==> config.mk <==
export PLATFORM = sky130hd
export DESIGN_NAME = fetch_unit
export DESIGN_NICKNAME = d
export VERILOG_FILES = /design/src/rtl/nes_cpu_pkg.sv /design/src/rtl/fetch_queue.sv /design/src/rtl/fetch_unit.sv
export SDC_FILE = /design/constraint.sdc
export NUM_CORES = 1
export LEC_CHECK = 0
export CAP_MARGIN = 20
export CORE_ASPECT_RATIO = 2
export CORE_MARGIN = 1.5
export CORE_UTILIZATION = 45
export DETAILED_ROUTE_END_ITERATION = 7
export PLACE_DENSITY = 0.69
export SETUP_SLACK_MARGIN = 0.02
export SLEW_MARGIN = 5
export SYNTH_ARGS = -nofsm -noshare
export SYNTH_HDL_FRONTEND = slang
export SYNTH_SLANG_ARGS = --single-unit
export TNS_END_PERCENT = 1
==> constraint.sdc <==
create_clock -name clk_i -period 5.98 [get_ports clk_i]
set_clock_uncertainty 0.2 [all_clocks]
set_input_delay 1.196 -clock clk_i [delete_from_list [all_inputs] [get_ports clk_i]]
set_output_delay 1.196 -clock clk_i [all_outputs]
set_load 0.02 [all_outputs]
==> src/rtl/nes_cpu_pkg.sv <==
// Shared CPU definitions: address width, byte type, opcode constants,
// and the opcode length / legality tables used by instruction fetch.
package nes_cpu_pkg;

  localparam int MEM_ADDR_SIZE = 16;

  typedef logic [7:0] BYTE;

  // Opcodes referenced by the fetch path and its test program
  localparam BYTE BRK     = 8'h00;
  localparam BYTE ORA_IMM = 8'h09;
  localparam BYTE ORA_ABS = 8'h0D;
  localparam BYTE JMP_ABS = 8'h4C;
  localparam BYTE STA_ABS = 8'h8D;
  localparam BYTE LDA_IMM = 8'hA9;
  localparam BYTE NOP     = 8'hEA;

  // One fetched instruction. pc is sized for the widest supported bus;
  // narrower fetch units zero-extend into it.
  typedef struct packed {
    logic [MEM_ADDR_SIZE-1:0] pc;
    logic [1:0]               len;
    BYTE [2:0]                bytes;
    logic                     illegal;
  } instr_t;

  typedef logic [255:0][1:0] len_lut_t;
  typedef logic [255:0]      ill_lut_t;

  // Returns {illegal, len}. Decoded by opcode column (low nibble) since the
  // 6502 addressing mode is mostly a function of it. Undocumented -> len 1.
  function automatic logic [2:0] decode_op(input BYTE op);
    logic [3:0] hi;
    logic [3:0] lo;
    logic       legal;
    logic [1:0] len;
    hi    = op[7:4];
    lo    = op[3:0];
    legal = 1'b0;
    len   = 2'd1;
    case (lo)
      4'h0: begin
        legal = (hi != 4'h8);
        if (hi == 4'h2)                       len = 2'd3;  // JSR abs
        else if (hi inside {4'h0, 4'h4, 4'h6}) len = 2'd1;  // BRK/RTI/RTS
        else                                  len = 2'd2;  // branches, imm
      end
      4'h1:        begin legal = 1'b1; len = 2'd2; end
      4'h2:        begin legal = (hi == 4'hA); len = 2'd2; end
      4'h4:        begin
        legal = hi inside {4'h2, 4'h8, 4'h9, 4'hA, 4'hB, 4'hC, 4'hE};
        len   = 2'd2;
      end
      4'h5, 4'h6:  begin legal = 1'b1; len = 2'd2; end
      4'h8:        begin legal = 1'b1; len = 2'd1; end
      4'h9:        begin legal = (hi != 4'h8); len = hi[0] ? 2'd3 : 2'd2; end
      4'hA:        begin legal = !hi[0] || (hi inside {4'h9, 4'hB}); len = 2'd1; end
      4'hC:        begin
        legal = hi inside {4'h2, 4'h4, 4'h6, 4'h8, 4'hA, 4'hB, 4'hC, 4'hE};
        len   = 2'd3;
      end
      4'hD:        begin legal = 1'b1; len = 2'd3; end
      4'hE:        begin legal = (hi != 4'h9); len = 2'd3; end
      default:     begin legal = 1'b0; len = 2'd1; end
    endcase
    if (!legal) len = 2'd1;
    return {~legal, len};
  endfunction

  function automatic len_lut_t build_len_lut();
    len_lut_t   lut;
    logic [2:0] d;
    for (int i = 0; i < 256; i++) begin
      d      = decode_op(BYTE'(i));
      lut[i] = d[1:0];
    end
    return lut;
  endfunction

  function automatic ill_lut_t build_ill_lut();
    ill_lut_t   lut;
    logic [2:0] d;
    for (int i = 0; i < 256; i++) begin
      d      = decode_op(BYTE'(i));
      lut[i] = d[2];
    end
    return lut;
  endfunction

  localparam len_lut_t instr_len_lut     = build_len_lut();
  localparam ill_lut_t instr_illegal_lut = build_ill_lut();

endpackage

==> src/rtl/fetch_queue.sv <==
// Two-entry instruction FIFO. Entry 0 is always the head; the occupancy
// state doubles as the queue's control FSM.
module fetch_queue
  import nes_cpu_pkg::*;
(
  input  logic       i_clk,
  input  logic       i_rst,
  input  logic       i_push,
  input  logic       i_pop,
  input  logic       i_flush,
  input  instr_t     i_data,
  output instr_t     o_head,
  output logic       o_valid,
  output logic [1:0] o_count
);

  typedef enum logic [1:0] {
    Q_EMPTY = 2'd0,
    Q_ONE   = 2'd1,
    Q_FULL  = 2'd2
  } q_state_e;

  q_state_e r_state;
  q_state_e w_next;
  instr_t   r_e0;
  instr_t   r_e1;

  // Occupancy state register
  always_ff @(posedge i_clk) begin
    if (i_rst) r_state <= Q_EMPTY;
    else       r_state <= w_next;
  end

  // Occupancy transitions; flush dominates push and pop
  always_comb begin
    w_next = r_state;
    if (i_flush) begin
      w_next = Q_EMPTY;
    end else begin
      case (r_state)
        Q_EMPTY: if (i_push)            w_next = Q_ONE;
        Q_ONE: begin
          if (i_push && !i_pop)         w_next = Q_FULL;
          else if (i_pop && !i_push)    w_next = Q_EMPTY;
        end
        Q_FULL:  if (i_pop && !i_push)  w_next = Q_ONE;
        default:                        w_next = Q_EMPTY;
      endcase
    end
  end

  // Status outputs decoded from the occupancy state
  always_comb begin
    o_count = r_state;
    o_valid = (r_state != Q_EMPTY);
    o_head  = r_e0;
  end

  // Entry storage: pops shift entry 1 forward, pushes land in the first
  // free slot as seen after the pop.
  always_ff @(posedge i_clk) begin
    if (i_rst) begin
      r_e0 <= '0;
      r_e1 <= '0;
    end else if (!i_flush) begin
      if (i_pop && i_push) begin
        if (r_state == Q_FULL) begin
          r_e0 <= r_e1;
          r_e1 <= i_data;
        end else begin
          r_e0 <= i_data;
        end
      end else if (i_pop) begin
        r_e0 <= r_e1;
      end else if (i_push) begin
        if (r_state == Q_EMPTY) r_e0 <= i_data;
        else                    r_e1 <= i_data;
      end
    end
  end

endmodule

==> src/rtl/fetch_unit.sv <==
// Instruction fetch: reads a 3-byte window at PC, decodes length, trims
// unused bytes, advances PC and queues the instruction for the decoder.
module fetch_unit
  import nes_cpu_pkg::*;
#(
  parameter int                ADDR_W   = MEM_ADDR_SIZE,
  parameter logic [ADDR_W-1:0] RESET_PC = '0
) (
  input  logic              clk_i,
  input  logic              rst_i,
  output logic [ADDR_W-1:0] mem_addr_o,
  input  logic [23:0]       mem_data_i,
  output logic              instr_valid_o,
  input  logic              instr_ready_i,
  output logic [23:0]       instr_o,
  output logic [1:0]        instr_len_o,
  output logic [ADDR_W-1:0] instr_pc_o,
  output logic              instr_illegal_o,
  input  logic              redirect_i,
  input  logic [ADDR_W-1:0] redirect_pc_i
);

  logic [ADDR_W-1:0] r_pc;
  logic [1:0]        w_len;
  logic              w_illegal;
  logic [23:0]       w_bytes;
  instr_t            w_entry;
  instr_t            w_head;
  logic              w_q_valid;
  logic [1:0]        w_count;
  logic              w_valid;
  logic              w_pop;
  logic              w_push;

  assign w_len     = instr_len_lut[mem_data_i[7:0]];
  assign w_illegal = instr_illegal_lut[mem_data_i[7:0]];

  // Zero the operand bytes the opcode does not use
  always_comb begin
    w_bytes = mem_data_i;
    case (w_len)
      2'd1:    w_bytes = {16'h0000, mem_data_i[7:0]};
      2'd2:    w_bytes = {8'h00, mem_data_i[15:0]};
      default: w_bytes = mem_data_i;
    endcase
  end

  always_comb begin
    w_entry.pc      = MEM_ADDR_SIZE'(r_pc);
    w_entry.len     = w_len;
    w_entry.bytes   = w_bytes;
    w_entry.illegal = w_illegal;
  end

  // Outputs are forced idle during reset so nothing leaks before the
  // reset edge takes effect.
  assign w_valid = w_q_valid && !rst_i;
  assign w_pop   = w_valid && instr_ready_i;
  assign w_push  = ((w_count != 2'd2) || w_pop) && !redirect_i;

  // PC: reset beats redirect, redirect beats sequential advance
  always_ff @(posedge clk_i) begin
    if (rst_i)           r_pc <= RESET_PC;
    else if (redirect_i) r_pc <= redirect_pc_i;
    else if (w_push)     r_pc <= r_pc + ADDR_W'(w_len);
  end

  fetch_queue u_queue (
    .i_clk   (clk_i),
    .i_rst   (rst_i),
    .i_push  (w_push),
    .i_pop   (w_pop),
    .i_flush (redirect_i),
    .i_data  (w_entry),
    .o_head  (w_head),
    .o_valid (w_q_valid),
    .o_count (w_count)
  );

  assign mem_addr_o      = rst_i ? RESET_PC : r_pc;
  assign instr_valid_o   = w_valid;
  assign instr_o         = w_valid ? w_head.bytes : 24'h0;
  assign instr_len_o     = w_valid ? w_head.len : 2'd0;
  assign instr_pc_o      = w_valid ? ADDR_W'(w_head.pc) : '0;
  assign instr_illegal_o = w_valid && w_head.illegal;

endmodule

# Word-level counts from Yosys, hierarchy flattened
# Memory sizes are Yosys's and may differ from the RTL's.
# Cells that the tools add are included.
# classes
addsub	1
multipliers	0
n_div	0
n_lt_le_gt_ge	1
n_eq_ne	11
shift	0
muxes	24
n_bitwise	1
n_reduce_logical	22
# op_table
op	n
$mux W43	10
$mux W16	4
$pmux W24 S2	1
$mux W24	1
$add A16 B2 Y16	1
$mux W2	6
$lt A8 B9 Y1 const B	1
$logic_and A1 B1 Y1	7
$ne A2 B1 Y1 const B	3
$ne A2 B2 Y1 const B	3
$pmux W2 S3	1
$reduce_and A3 Y1	2
$reduce_bool A2 Y1	3
$reduce_bool A3 Y1	2
$reduce_and A5 Y1	1
$eq A2 B1 Y1 const B	2
$eq A2 B2 Y1 const B	2
$logic_not A1 Y1	4
$ne A3 B1 Y1 const B	1
$logic_not A2 Y1	1
$reduce_or A2 Y1	1
$logic_or A1 B1 Y1	1
$mux W1	1
$not A1 Y1	1
# word_totals
regBits	104
latch_bits	0
ram_bits	0
romBits	768
elab_cells	76
mem_count	2
# memory_table
name	words	word_bits	rd	rd_ports_with_merged_regs	write_ports	line	text
(name not given)	256	2	1	0	0	fetch_unit.sv:35	assign w_len = instr_len_lut[mem_data_i[7:0]];
(name not given)	256	1	1	0	0	fetch_unit.sv:36	assign w_illegal = instr_illegal_lut[mem_data_i[7:0]];

# Longest topological paths before layout
# depth
ltp_word	10
mapped_depth	16
ltp_nobuf	16

# Modules after synthesis
# A second synthesis with hierarchy kept.
# hier_totals
cells_unflattened	748
area_unflattened_um2	6015.8
# modules_own_cells
module	instances	cells_per_inst	area_each_um2	seq_area_each_um2
fetch_queue	1	457	3923.8	1761.7
fetch_unit	1	291	2092.0	320.3

# Worst setup path before layout
# OpenSTA, ideal clock, no wires.
# synth_path
kind	input -> register
start	input mem_data_i[1]
end	register u_queue.r_e0, in the netlist u_queue.o_head[14]
setup_time_ps	132
arrival_time_ps	3876
required_ps	5648
setup_slack_ps	1772
stages	16
n_path_buf	3
path_cell_list	inv_1 > ha_1 > nand2_1 > a311oi_1 > a22oi_1 > a311oi_2 > inv_1 > ha_1 > clkbuf_1 > or2_2 > clkbuf_1 > clkbuf_1 > nand2_1 > nor2_1 > a211oi_1 > nor3_1
# synth_rtl
element	line	text
start: declaration	fetch_unit.sv:12	input logic [23:0] mem_data_i,
end signal: assignment	fetch_queue.sv:68	r_e0 <= r_e1;
end signal: assignment	fetch_queue.sv:71	r_e0 <= i_data;
end signal: assignment	fetch_queue.sv:74	r_e0 <= r_e1;
end: declaration	fetch_queue.sv:25	instr_t r_e0;

==> flow_metrics.env <==
export IMPL_synth_async_reset_ratio=0
export IMPL_drc=0
export IMPL_die_w_um=80.68
export IMPL_fp_dieH_um=158.4
export IMPL_run_status="completed"
export IMPL_drt_pre_antenna_iters=5
export IMPL_die_area_mm2=0.01277
export IMPL_total_leakage_power_nw=2.474
export IMPL_synth_seq_area_share=0.3834
export IMPL_final_core_utilization=0.5791
export IMPL_grt_antenna_before_repair=0
export IMPL_cts_root_buffer_cell="clkbuf_16"
export IMPL_wl_per_cell_um=16.03
export IMPL_synthDominantAreaCellType="dfxtp_1"
export IMPL_cp_cell_sequence="clkdlybuf4s50_1, inv_1, ha_1, nand2_1, a311oi_1, a22oi_1, a311oi_2, inv_1, ha_1, or2_2, nand2_1, nor2_1, a211oi_1, nor3_1"
export IMPL_cts_htree_levels=3
export IMPL_type_of_the_setup_path_with_the_least_slack="primary input to register"
export IMPL_setup_viol=0
export IMPL_ant_nets=0
export IMPL_top_usage_layer="met2"
export IMPL_yosys_warnings=0
export IMPL_final_hold_fails=0
export IMPL_grt_start_max_net_pins=68
export IMPL_postCtsResizedCells=0
export IMPL_postSynthNetCount=771
export IMPL_cells_taking_the_most_area_after_synthesis="dfxtp_1, nand2_1, nor2_1, a21oi_1, a211oi_1"
export IMPL_timing_reg2reg_worst_path_depth=6
export IMPL_postCtsSetupRepairBufs=0
export IMPL_area_sequential_mm2=0.002082
export IMPL_globalRouteMet1Util=0.2961
export IMPL_critical_path_n_buffers_inverters=3
export IMPL_period_minus_slack_ns=4.898
export IMPL_crit_required_ns=5.98
export IMPL_dpl_hpwl_um=10300
export IMPL_number_of_drc_violations_after_detailed_routing_iteration_0=357
export IMPL_startpoint_type="primary input"
export IMPL_met2_usage=0.4186
export IMPL_layout_cells_most_common="nand2_1"
export IMPL_yosys_register_bits=104
export IMPL_grtUsageTotal=0.2377
export IMPL_grt_met3_usage=0.02178
export IMPL_multi_input_area_mm2=0.003062
export IMPL_critical_path_reg2reg_endpoint="u_queue.r_e1[11]"
export IMPL_max_freq_mhz=204.2
export IMPL_maximum_fanout_count_along_the_critical_path=17
export IMPL_placedInstanceArea_mm2=0.006485
export IMPL_rows=56
export IMPL_timing_final_crit_share=0.8190
export IMPL_final_nets=837
export IMPL_layout_cell_share_with_drive_strength_beyond_1=0.05429
export IMPL_dpl_worst_slack_ns=0.6995
export IMPL_power_density_mw_per_mm2=241.1
export IMPL_standard_cell_core_area_mm2=0.01177
export IMPL_grt_pass1_vias=4852
export IMPL_synthFlopType="dfxtp_1"
export IMPL_cts_tree="done"
export IMPL_final_setup_worst_slack_ns=1.082
export IMPL_cell_with_the_biggest_individual_delay_on_the_critical_path="clkdlybuf4s50_1"
export IMPL_initial_core_util=0.4613
export IMPL_endpoint_kind="register"
export IMPL_yosysUniqueCellTypes=56
export IMPL_final_setup_tns_ns=0
export IMPL_worstSkewPairLatency_ns=0.34
export IMPL_cts_max_path_buffers=2
export IMPL_finalWeightedCongestion=0.8586
export IMPL_timing_worst_slew_pin_value_ns=1.014
export IMPL_synth_edff_count=0
export IMPL_n_diodes=0
export IMPL_syn_instance_count=721
export IMPL_route_detailed_vias_per_inst=5.599
export IMPL_critical_path_depth=14
export IMPL_cts_buffers=9
export IMPL_r2r_setup_slack_ns=3.75
export IMPL_cp_endpoint="u_queue.o_head[10]"
export IMPL_clkTransAtPathRegs_ns=0.07
export IMPL_cts_sinks=104
export IMPL_hold_path_class="register to register"
export IMPL_wl_um=15020
export IMPL_worst_r2r_startpoint="u_queue.o_count[0]"
export IMPL_post_synthesis_area_per_instance_um2=7.531
export IMPL_area_delta_synth_final_pct=25.53
export IMPL_synth_top_area_share=0.3834
export IMPL_layout_cells_most_common_list="nand2_1, dfxtp_1, clkdlybuf4s50_1"
export IMPL_vdd_ir_drop_max_mv=0.1584
export IMPL_drv_cap=0
export IMPL_timing_critical_path_slowest_cell_delay_ns=0.66
export IMPL_grt_ovfl_total=0
export IMPL_port_buffers=103
export IMPL_floorplan_io_pins=104
export IMPL_first_pass_grt_wire_length_um=23930
export IMPL_grt_setup_unrepaired="no"
export IMPL_max_slew_margin=0.3223
export IMPL_cp_arrival_ns=4.90
export IMPL_fill_cells=1076
export IMPL_final_design_area_no_fill_mm2=0.006817
export IMPL_holdBufCountCts=0
export IMPL_synth_cell_area_mm2=0.005430
export IMPL_finalMaxSlewViolations=0
export IMPL_detailroute_via_count=5246
export IMPL_critical_path_startpoint="mem_data_i[1]"
export IMPL_timing_critical_path_max_delay_family="compound AO/OA/AOI/OAI gates"
## per-stage QoR
stage / std cells / hold WS [ns] / power, W
final: 937 / 0.2554 / 0.001643
after global routing: 937 / 0.2770 / 0.001724
after CTS: 935 / 0.2576 / 0.001656
after detailed placement: 919 / 0.2475 / 0.001086
after global placement: 919 / 0.2412 / 0.001080
after floorplan: 721 / 0.2360 / 0.0009758
## worst reg2reg max path, cell delays in order, from the launching register on
cell,delay (ns)
dfxtp_1,0.35
nand2b_1,0.26
nor2_1,0.13
a21oi_1,0.08
nor2_4,0.78
nand3_1,0.20
a21oi_1,0.16
## synth_stat cells, drive strengths merged, types with 2 or more instances
cell and instances:
clkbuf 35, or3 2, and3 3, dfxtp 104
nor2b 23, buf 26, mux2i 11, or2 4
a21oi 62, and2 43, o311ai 3, inv 13
xor2 7, o21ai 17, a221oi 10, a211oi 40
o31ai 4, a211o 2, nand2 115, nand3 26
nor2 87, a311oi 5, xnor2 7, a22oi 3
and4 2, o22ai 4, o211ai 2, ha 5
nand2b 8, nor3 28, nand3b 4
## layout make-up
type	instances	share of cell area
repair buffers	116	0.1689
inverters	13	0.007159
multi-input cells	543	0.4492
clock inverters	7	0.009728
flip-flops and latches	104	0.3054
well taps	145	0.02662
clock buffers	9	0.03304
## state kept, by name, indices dropped and copies added (netlist names)
register         flops
r_pc                16
u_queue.o_head      43
u_queue.r_e1        43
u_queue.o_count      2
## power breakdown
group          leakage, nW  internal (W)  switching [W]
sequential           0.852      0.000733      0.0000300
clock                0.141      0.000292       0.000279
combinational         1.48      0.000130       0.000179
## how the worst min path moves through the flow
stage                                start                 end  slack [ns]  depth (start not counted)
after floorplan            u_queue.r_e1[2]     u_queue.r_e1[2]        0.24                          2
after global placement    u_queue.r_e1[27]  u_queue.o_head[27]        0.24                          2
after detailed placement  u_queue.r_e1[21]    u_queue.r_e1[21]        0.25                          2
after CTS                 u_queue.r_e1[21]    u_queue.r_e1[21]        0.26                          2
after global routing      u_queue.r_e1[35]  u_queue.o_head[35]        0.28                          2
final                      u_queue.r_e1[7]     u_queue.r_e1[7]        0.26                          2
## layer usage
layer	share of wire	wire length [um]
met5	0	0
met4	0.028	423
met3	0.031	466
met2	0.52	7863
met1	0.42	6265
## cell families after synthesis
kind of cell,share of synthesized area
adders and majority gates,0.01521
buffers and inverters,0.05875
DFF,0.3834
muxes,0.02028
xor gates and xnor gates,0.02258
AOI/OAI and AO/OA,0.1972
and+or+nand+nor,0.3025
Power figures use the tool's default switching activity.
